==> config.mk <==
export PLATFORM = sky130hd
export DESIGN_NAME = clock_set_ctrl_flat
export DESIGN_NICKNAME = d
export VERILOG_FILES = /design/src/rtl/clock_set_if.sv /design/src/rtl/clock_set_ctrl.sv /design/src/flat_wrapper.sv
export SDC_FILE = /design/constraint.sdc
export NUM_CORES = 1
export LEC_CHECK = 0
export BUFFER_PORTS_ARGS = -buffer_cell sky130_fd_sc_hd__buf_2
export CORE_MARGIN = 3
export CORE_UTILIZATION = 55
export CTS_CLUSTER_SIZE = 8
export DETAILED_ROUTE_END_ITERATION = 8
export PLACE_DENSITY = 0.71
export SYNTH_ARGS = -nofsm -noshare
export SYNTH_HDL_FRONTEND = slang
export SYNTH_SLANG_ARGS = --single-unit
==> constraint.sdc <==
create_clock -name i_clk -period 2.85 [get_ports i_clk]
set_input_delay 0.1425 -clock i_clk [delete_from_list [all_inputs] [get_ports i_clk]]
set_output_delay 0.1425 -clock i_clk [all_outputs]
set_load 0.1 [all_outputs]
==> src/rtl/clock_set_if.sv <==
// Button codes in, counter/display controls out, between the
// debouncers and the time counter.
interface clock_set_if;
    logic [1:0] i_mode_sw;
    logic [1:0] i_adj_sw;
    logic [1:0] o_field;
    logic       o_inc;
    logic       o_dec;
    logic       o_sec_clr;
    logic       o_run;
    logic       o_blink;

    modport master (
        output i_mode_sw, i_adj_sw,
        input  o_field, o_inc, o_dec, o_sec_clr, o_run, o_blink
    );

    modport slave (
        input  i_mode_sw, i_adj_sw,
        output o_field, o_inc, o_dec, o_sec_clr, o_run, o_blink
    );
endinterface

==> src/rtl/clock_set_ctrl.sv <==
// Time-setting sequencer: field select, inc/dec/clear pulses,
// run/halt, blink and idle auto-return driven by MODE/ADJ codes.
module clock_set_ctrl #(
    parameter int unsigned DIV_CONST = 50_000_000,
    parameter int unsigned REPEAT_HZ = 8,
    parameter int unsigned BLINK_HZ  = 2,
    parameter int unsigned IDLE_SEC  = 10
) (
    input  logic       i_clk,
    input  logic       i_rst_n,
    clock_set_if.slave bus
);
    localparam logic [63:0] IDLE_LIM  = 64'(IDLE_SEC) * 64'(DIV_CONST);
    localparam logic [31:0] IDLE_MAX  = IDLE_LIM[31:0] - 32'd1;
    localparam logic [31:0] REP_MAX   = 32'(DIV_CONST / REPEAT_HZ - 1);
    localparam logic [31:0] BLINK_MAX = 32'(DIV_CONST / (2 * BLINK_HZ) - 1);

    if (IDLE_LIM > 64'h0000_0000_FFFF_FFFF) begin : g_idle_chk
        $error("IDLE_SEC*DIV_CONST does not fit the 32-bit idle counter");
    end

    typedef enum logic [1:0] {
        S_RUN  = 2'b00,
        S_HOUR = 2'b01,
        S_MIN  = 2'b10,
        S_SEC  = 2'b11
    } state_t;

    state_t      state, state_nx, short_nx;
    logic [1:0]  mode_prev, adj_prev;
    logic [31:0] rep_cnt, blink_cnt, idle_cnt;
    logic        mode_short, mode_long, mode_held;
    logic        adj_short, adj_long, adj_held;
    logic        mode_ev, any_ev, set_hm, state_chg;
    logic        timeout, rep_hit;
    logic        inc_nx, dec_nx, clr_nx;
    logic        inc_q, dec_q, clr_q, blink_q;

    assign mode_short = (bus.i_mode_sw == 2'b10) && (mode_prev != 2'b10);
    assign mode_long  = (bus.i_mode_sw == 2'b01) && (mode_prev != 2'b01);
    assign mode_held  = (bus.i_mode_sw == 2'b00);
    assign adj_short  = (bus.i_adj_sw == 2'b10) && (adj_prev != 2'b10);
    assign adj_long   = (bus.i_adj_sw == 2'b01) && (adj_prev != 2'b01);
    assign adj_held   = (bus.i_adj_sw == 2'b00);

    assign mode_ev = mode_short | mode_long;
    assign any_ev  = mode_ev | mode_held | adj_short | adj_long | adj_held;
    assign set_hm  = (state == S_HOUR) || (state == S_MIN);
    // Any button activity this cycle outranks the idle timeout.
    assign timeout = (state != S_RUN) && (idle_cnt == IDLE_MAX) && !any_ev;
    assign rep_hit = set_hm && adj_held && (rep_cnt == REP_MAX);

    always_comb begin
        short_nx = S_HOUR;
        unique case (state)
            S_HOUR:  short_nx = S_MIN;
            S_MIN:   short_nx = S_SEC;
            default: short_nx = S_HOUR;
        endcase
    end

    always_comb begin
        state_nx = state;
        unique case (1'b1)
            mode_short: state_nx = short_nx;
            mode_long:  state_nx = S_RUN;
            timeout:    state_nx = S_RUN;
            default:    state_nx = state;
        endcase
    end

    assign state_chg = (state_nx != state);

    always_comb begin
        inc_nx = 1'b0;
        dec_nx = 1'b0;
        clr_nx = 1'b0;
        if (!mode_ev) begin
            inc_nx = set_hm && (adj_short || rep_hit);
            dec_nx = set_hm && adj_long;
            clr_nx = (state == S_SEC) && (adj_short || adj_long);
        end
    end

    always_ff @(posedge i_clk or negedge i_rst_n) begin
        if (!i_rst_n) begin
            state     <= S_RUN;
            mode_prev <= 2'b11;
            adj_prev  <= 2'b11;
            inc_q     <= 1'b0;
            dec_q     <= 1'b0;
            clr_q     <= 1'b0;
        end else begin
            state     <= state_nx;
            mode_prev <= bus.i_mode_sw;
            adj_prev  <= bus.i_adj_sw;
            inc_q     <= inc_nx;
            dec_q     <= dec_nx;
            clr_q     <= clr_nx;
        end
    end

    always_ff @(posedge i_clk or negedge i_rst_n) begin
        if (!i_rst_n) begin
            rep_cnt <= '0;
        end else if (!adj_held || !set_hm || state_chg || rep_hit) begin
            rep_cnt <= '0;
        end else begin
            rep_cnt <= rep_cnt + 32'd1;
        end
    end

    always_ff @(posedge i_clk or negedge i_rst_n) begin
        if (!i_rst_n) begin
            idle_cnt <= '0;
        end else if (state_nx == S_RUN || state_chg || any_ev) begin
            idle_cnt <= '0;
        end else begin
            idle_cnt <= idle_cnt + 32'd1;
        end
    end

    always_ff @(posedge i_clk or negedge i_rst_n) begin
        if (!i_rst_n) begin
            blink_cnt <= '0;
            blink_q   <= 1'b1;
        end else if (state_nx == S_RUN || state_chg) begin
            blink_cnt <= '0;
            blink_q   <= 1'b1;
        end else if (blink_cnt == BLINK_MAX) begin
            blink_cnt <= '0;
            blink_q   <= ~blink_q;
        end else begin
            blink_cnt <= blink_cnt + 32'd1;
        end
    end

    assign bus.o_field   = state;
    assign bus.o_inc     = inc_q;
    assign bus.o_dec     = dec_q;
    assign bus.o_sec_clr = clr_q;
    assign bus.o_run     = (state != S_SEC);
    assign bus.o_blink   = blink_q;
endmodule

==> src/flat_wrapper.sv <==
// flat-port wrapper written by rule: the top's interface ports become plain ports
module clock_set_ctrl_flat 
#(
    parameter int unsigned DIV_CONST = 50_000_000,
    parameter int unsigned REPEAT_HZ = 8,
    parameter int unsigned BLINK_HZ  = 2,
    parameter int unsigned IDLE_SEC  = 10
)
  (i_clk, i_rst_n, bus_i_mode_sw, bus_i_adj_sw, bus_o_field, bus_o_inc, bus_o_dec, bus_o_sec_clr, bus_o_run, bus_o_blink);
  clock_set_if bus_i ();
  input  logic i_clk;
  input  logic i_rst_n;
  input wire logic [$bits(bus_i.i_mode_sw)-1:0] bus_i_mode_sw;
  input wire logic [$bits(bus_i.i_adj_sw)-1:0] bus_i_adj_sw;
  output wire logic [$bits(bus_i.o_field)-1:0] bus_o_field;
  output wire logic [$bits(bus_i.o_inc)-1:0] bus_o_inc;
  output wire logic [$bits(bus_i.o_dec)-1:0] bus_o_dec;
  output wire logic [$bits(bus_i.o_sec_clr)-1:0] bus_o_sec_clr;
  output wire logic [$bits(bus_i.o_run)-1:0] bus_o_run;
  output wire logic [$bits(bus_i.o_blink)-1:0] bus_o_blink;
  assign bus_i.i_mode_sw = bus_i_mode_sw;
  assign bus_i.i_adj_sw = bus_i_adj_sw;
  assign bus_o_field = bus_i.o_field;
  assign bus_o_inc = bus_i.o_inc;
  assign bus_o_dec = bus_i.o_dec;
  assign bus_o_sec_clr = bus_i.o_sec_clr;
  assign bus_o_run = bus_i.o_run;
  assign bus_o_blink = bus_i.o_blink;
  clock_set_ctrl #(.DIV_CONST(DIV_CONST), .REPEAT_HZ(REPEAT_HZ), .BLINK_HZ(BLINK_HZ), .IDLE_SEC(IDLE_SEC)) u_core (.i_clk(i_clk), .i_rst_n(i_rst_n), .bus(bus_i));
endmodule
==> results of run 1 <==
==> cell type report <==
type / instances / area, um^2
clock buffers: 10 / 138
flip-flops and latches: 106 / 2660
multi-input cells: 410 / 2610
inverters: 15 / 56.3
repair buffers: 29 / 203
well taps: 129 / 161
clock inverters: 5 / 55.1
fillers: 807 / 3540
==> cells in the final DEF (no fill, tap or decap), types with 11 or more instances in the layout <==
cell type  Yosys  routed
nand2_1       34      34
inv_1         15      15
xnor2_1       35      35
nor3_1        32      32
nand4_1       31      31
and4_1        16      16
nor2_1        87      87
nand3_1       34      34
xor2_1        56      56
buf_4          3      13
buf_2          9      11
dfrtp_1      101     100
==> worst paths after layout <==
path	end	slack (ps)	depth (start not counted)	startpoint
min in group i_clk	u_core.mode_prev[1]$_DFF_PN1_	430	2	bus_i_mode_sw[1]
min reg2reg	u_core.idle_cnt[0]$_DFF_PN0_	500	1	u_core.idle_cnt[0]$_DFF_PN0_
max in group asynchronous	u_core.blink_cnt[5]$_DFF_PN0_	1780	3	i_rst_n
max reg2reg	u_core.rep_cnt[17]$_DFF_PN0_	310	7	u_core.bus.o_field[0]$_DFF_PN0_
max	u_core.rep_cnt[17]$_DFF_PN0_	310	7	u_core.bus.o_field[0]$_DFF_PN0_
min	u_core.bus.o_sec_clr$_DFF_PN0_	330	2	i_rst_n
==> cells in the mapped netlist, types with 2 or more instances <==
cell and number:
a21oi_1 2, a31oi_1 3, and2_1 3, and3_1 10, and4_1 16, buf_2 9, buf_4 3, clkbuf_1 8
dfrtp_1 101, dfstp_2 5, ha_1 6, inv_1 15, nand2_1 34, nand2b_1 3, nand3_1 34, nand4_1 31
nand4b_1 3, nor2_1 87, nor2b_1 6, nor3_1 32, nor3b_1 8, nor4_1 10, nor4_2 3, nor4b_1 2
nor4bb_1 3, o2111a_1 2, o21ai_0 2, o221a_2 2, or4_1 3, or4b_1 3, xnor2_1 35, xor2_1 56
==> where the power goes <==
group | internal (mW) | total [mW] | switching (mW)
registers | 1.53 | 1.56 | 0.0256
logic | 0.0896 | 0.375 | 0.285
clock network | 0.422 | 0.927 | 0.505
total | 2.04 | 2.86 | 0.816
==> per-stage QoR <==
stage / std cells / power, mW
2_1_floorplan: 552 / 1.86
3_3_place_gp: 684 / 1.95
3_5_place_dp: 684 / 1.96
4_1_cts: 704 / 2.89
5_1_grt: 704 / 2.98
6_report: 704 / 2.86
==> logic make-up (layout without fill, tap and decap cells) <==
family,after synthesis,in the layout
AO/OA/AOI/OAI,19,19
flip-flops,106,106
AND/OR/NAND/NOR,294,294
XOR/XNOR,91,91
adder cells (fa/ha/maj),6,6
buffers and inverters,36,59
==> flip-flops by register name (all words and copies together) (netlist names), 2 cells and up <==
name and flops:
u_core.mode_prev 2, u_core.blink_cnt 32, u_core.adj_prev 2, u_core.rep_cnt 32, u_core.idle_cnt 32, u_core.bus.o_field 2
==> layer usage <==
| metal | share of wire (%) | routed length, um | up-vias |
|---|---|---|---|
| li1 | - | - | 1964 |
| met1 | 47 | 4990 | 1998 |
| met2 | 48 | 5030 | 64 |
| met3 | 3.3 | 353 | 16 |
| met4 | 1.7 | 177 | 0 |
| met5 | 0 | 0 | - |
==> metrics.yaml, run 1 <==
cts:
  cts_max_level: 3
  clock_latency_ps: 380
  cts_tree: "built"
  cts_resized: 0
  clock_sinks: 106
  post_cts_buffers: 0
  cts_buffers: 9
  cts_buffer_depth: 2
  cts-root-buf: "clkbuf_8"
  postCtsHoldBufs: 5
  clkSlewWorstSetupHoldPaths_ps: 90
sta:
  min_period_ps: 2540
  final_max_slew_viol_count: 0
  fin_skew_ps: 10.0
  fin_ws_ps: 306
  setup_violations: 0
  timing.final.crit_share_pct: 89.3
  rsz0062_at_grt: "no"
  hold_viol: 0
  tns_ps: 0
  worstMarginPinSlew_ps: 656
  max-slew-margin-rel_pct: 56.3
  holdWs_ps: 326
  max_freq_mhz: 393
detailed_routing:
  wl_per_cell_um: 15.0
  drc: 0
  drt_wl_total_um: 10600
  firstDrtPassIters: 4
  num_vias: 4042
  final_antenna_net_count: 0
  drtIter0Drc: 188
  viasPerCell: 5.74
global_routing:
  grtUsageMet1_pct: 27.1
  grt_pass1_vias: 4056
  use_met3_pct: 5.08
  grt_use_met2_pct: 33.5
  globalRouteTotalUtil_pct: 20.6
  busiest_layer: "met2"
  antenna_found_initial: 0
  grt_max_degree: 52
  grt_pass1_wl_um: 18700
  overflow: 0
floorplanning:
  fp-row-count: 35
  core_um2: 9420
  ios: 13
  dieWidth_um: 105
  initial_core_util_pct: 57.7
  die_area_um2: 11100
  chipHeight_um: 105
run_status:
  status: "finished clean"
critical_path:
  crit_family: "simple AND/OR/NAND/NOR gates"
  critPathLaunchType: "flip-flop"
  cp_max_fo: 22
  critPathMaxStageDelay_ps: 500
  crit_required_ps: 3100
  critPathBufInv: 2
  arrival_ps: 2790
  path_cells: "inv_1, ha_1, or4b_1, or4_1, nand2_1, buf_4, nor3_1"
  cp_slowest_cell: "or4b_1"
  crit_type: "flip-flop to flip-flop"
  cp-end-kind: "flip-flop"
synth:
  synthFlopType: "dfrtp_1"
  ys.warnings.count: 0
  synth_cell_types: 44
  synth_area_per_cell_um2: 9.84
  synthAdderAreaFrac_pct: 1.38
  ys_ff_latch: 106
  synth_fp_nets: 564
  synth_edf_count: 0
  synth-simple-area-share_pct: 28.9
  synth_top_area_cell: "dfrtp_1"
  synth_top_cell_area_share_pct: 46.5
  synthCells: 552
  synth-compound-area-share_pct: 3.02
  async_flop_share_pct: 100
  synth.mux.area_fraction_pct: 0
  synth_top_family_by_area: "simple AND/OR/NAND/NOR gates"
  synthXorXnorAreaFrac_pct: 14.7
  synth-seq-area-share_pct: 49.0
  synth_area_leaders: "dfrtp_1 47%, xor2_1 9.0%, nor2_1 6.0%"
  synthesis.area_um2: 5430
final_layout:
  area_delta_synth_final_pct: 8.27
  fin_util_pct: 62.4
  nets: 583
  diodes: 0
  drive_gt1_share_pct: 9.39
  stdcell_area_um2: 5880
worst_hold_path:
  hold_class: "input port to asynchronous set/reset pin"
place:
  portBuffers: 12
  dpl_worst_slack_ps: 360
  place_hpwl_um: 7130
  place_area_um2: 5640
  place_congestion: 0.843
run:
  drv_cap: 0
pwr:
  powerDensity_nw_per_um2: 486
  p_leak_nw: 2.35
  ir_drop_uv: 317
No activity file was read; power rests on OpenSTA's default activity.
==> inputs of run 2 (changes only) <==
--- a/config.mk
+++ b/config.mk
@@ -5,6 +5,7 @@
 export SDC_FILE = /design/constraint.sdc
 export NUM_CORES = 1
 export LEC_CHECK = 0
+export ABC_AREA = 1
 export BUFFER_PORTS_ARGS = -buffer_cell sky130_fd_sc_hd__buf_2
 export CORE_MARGIN = 3
 export CORE_UTILIZATION = 55
==> run 2 against run 1 <==
Critical path depth rose by 1. Register-to-register slack gained 180 ps. Area after synthesis increased by 11%. Highest routed layer unchanged.
==> metrics.yaml, run 2 <==
synth:
  synth_most_common_cell: "nor2_1"
  synthFlopType: "dfrtp_1"
  synth_top_family_by_area: "simple AND/OR/NAND/NOR gates"
  synthesis.area_um2: 6050
  synthXorXnorAreaFrac_pct: 11.2
  synth-compound-area-share_pct: 0.621
  async_flop_share_pct: 100
  synth_edf_count: 0
  synth.mux.area_fraction_pct: 0
  synthAdderAreaFrac_pct: 1.24
  synth.top_cells.by_count: "149 x nor2_1, 139 x nand2_1, 101 x dfrtp_1"
  synth-simple-area-share_pct: 35.6
  synth_top_area_cell: "dfrtp_1"
  ys.warnings.count: 0
  synth_fp_nets: 778
  synth_area_per_cell_um2: 7.89
  synth_cell_types: 31
  synth_area_leaders: "dfrtp_1 42%, nor2_1 9.3%, xor2_1 9.0%"
  ys_ff_latch: 106
  synthCells: 766
  synth-seq-area-share_pct: 44.0
  synth_top_cell_area_share_pct: 41.8
final_layout:
  area_delta_synth_final_pct: 7.02
  diodes: 0
  final_common_cell: "nor2_1"
  nets: 801
  largestRegisters: "u_core.blink_cnt: 32 flops, u_core.idle_cnt: 32 flops, u_core.rep_cnt: 32 flops"
  stdcell_area_um2: 6470
  final_cell_mix: "149 x nor2_1, 139 x nand2_1, 101 x dfrtp_1"
  drive_gt1_share_pct: 9.95
  final_cell_count_no_fill: 930
place:
  place_congestion: 0.984
  portBuffers: 12
  place_hpwl_um: 9460
  place_area_um2: 6230
  placed_cells: 909
critical_path:
  crit_type: "flip-flop to flip-flop"
  cp_max_fo: 32
  arrival_ps: 2620
  critPathLaunchType: "flip-flop"
  cp-end-kind: "flip-flop"
  crit_required_ps: 3100
floorplanning:
  initial_core_util_pct: 57.5
  core_um2: 10500
  fp-row-count: 37
  dieWidth_um: 111
  ios: 13
  die_area_um2: 12300
  chipHeight_um: 111
sta:
  max_freq_mhz: 423
  holdWs_ps: 428
  rsz0062_at_grt: "no"
  final_max_slew_viol_count: 0
  tns_ps: 0
  worstMarginPinSlew_ps: 1010
  hold_viol: 0
  timing.final.crit_share_pct: 82.9
  max-slew-margin-rel_pct: 32.5
  min_period_ps: 2360
  fin_skew_ps: 12.4
  setup_violations: 0
cts:
  cts_buffer_depth: 2
  cts_resized: 0
  clkSlewWorstSetupHoldPaths_ps: 100
  cts-root-buf: "clkbuf_8"
  clock_sinks: 106
  cts_buffers: 9
  cts_tree: "built"
  cts_max_level: 3
  clock_latency_ps: 380
detailed_routing:
  drc: 0
  viasPerCell: 5.37
  drt_wl_total_um: 12800
  wl_per_cell_um: 13.7
  firstDrtPassIters: 7
  drtIter0Drc: 352
  num_vias: 4993
  final_antenna_net_count: 0
global_routing:
  globalRouteTotalUtil_pct: 21.8
  grt_max_degree: 83
  antenna_found_initial: 0
  overflow: 0
  grt_pass1_vias: 4875
  grt_pass1_wl_um: 22400
pwr:
  p_clk_share_pct: 33.3
  powerDensity_nw_per_um2: 438
  power.switching_fraction_pct: 29.1
  p_leak_nw: 2.55
  net-switching-power_mw: 0.824
  fin_total_pwr_mw: 2.84
  ir_drop_uv: 336
  p_int_mw: 2.01
  p_comb_share_pct: 12.2
  seqPwrFrac_pct: 54.5
run:
  drv_cap: 0
run_status:
  status: "finished clean"
worst_hold_path:
  hold_class: "input port to flip-flop"
## run 2: cell types whose count changed after synthesis, moves of 7 or more
cell / previous run / this run
nor4_1: 10 / 22
clkbuf_1: 8 / 0
nor3_1: 32 / 45
inv_1: 15 / 98
xnor2_1: 35 / 15
buf_2: 9 / 0
nor2_1: 87 / 149
nand2_1: 34 / 139
and4_1: 16 / 0
and3_1: 10 / 1
nor3b_1: 8 / 1
nor2_2: 0 / 20
## run 2: worst paths after layout
kind,depth (start not counted),endpoint,slack [ps],start
max,8,u_core.rep_cnt[21]$_DFF_PN0_,490,u_core.bus.o_field[0]$_DFF_PN0_
min reg2reg,1,u_core.blink_cnt[0]$_DFF_PN0_,460,u_core.blink_cnt[0]$_DFF_PN0_
max reg2reg,8,u_core.rep_cnt[21]$_DFF_PN0_,490,u_core.bus.o_field[0]$_DFF_PN0_
max in group asynchronous,3,u_core.rep_cnt[27]$_DFF_PN0_,1550,i_rst_n
min in group asynchronous,2,u_core.idle_cnt[26]$_DFF_PN0_,480,i_rst_n
min,2,u_core.adj_prev[0]$_DFF_PN1_,430,bus_i_adj_sw[0]
## run 2: power by group through the flow
stage	Clock, mW	Combinational [mW]	Sequential, mW
floorplan	0	0.214	1.63
global placement	0	0.336	1.58
detailed placement	0	0.346	1.58
CTS	0.976	0.353	1.55
global route	1.04	0.385	1.55
finish	0.944	0.346	1.55
## run 2: critical path, stage by stage (launching register included)
cell	delay (ps)
dfrtp_1	420
inv_1	100
ha_1	340
inv_1	80
nor3_1	350
and3_1	220
nand4_1	180
nand3_4	440
nor2_1	90
## run 2: cell type report
class | instances | area (um^2)
clock buffers | 11 | 131
clock inverters | 5 | 62.6
fillers | 934 | 4040
inverters | 100 | 375
multi-input cells | 552 | 2940
flip-flops and latches | 106 | 2660
well taps | 136 | 170
repair buffers | 20 | 135
## run 2: logic make-up (layout without fill, tap and decap cells)
family	after synthesis	in the layout
AND/OR/NAND/NOR	462	462
adder cells (fa/ha/maj)	6	6
flip-flops	106	106
AO/OA/AOI/OAI	7	7
buffers and inverters	108	136
XOR/XNOR	77	77
## run 2: layer usage
metal	vias up	global-route usage (%)	wire (um)
met2	129	35.6	6020
li1	2475	-	-
met1	2366	28.9	5980
met3	23	5.46	549
met5	-	0	0
met4	0	6.16	215
## run 2: what timing repair did
| action | in CTS | in global routing |
|---|---|---|
| endpoints found under the hold margin | 79 | 0 |
| setup buffers | 0 | 0 |
| hold buffers | 5 | 0 |
## run 2: through the flow
step | worst slack (ps) | util (%)
5_1_grt | 231 | 61.6
3_3_place_gp | 568 | 59.2
2_1_floorplan | 177 | -
6_report | 487 | 61.6
4_1_cts | 444 | 61.6
3_5_place_dp | 477 | 59.2
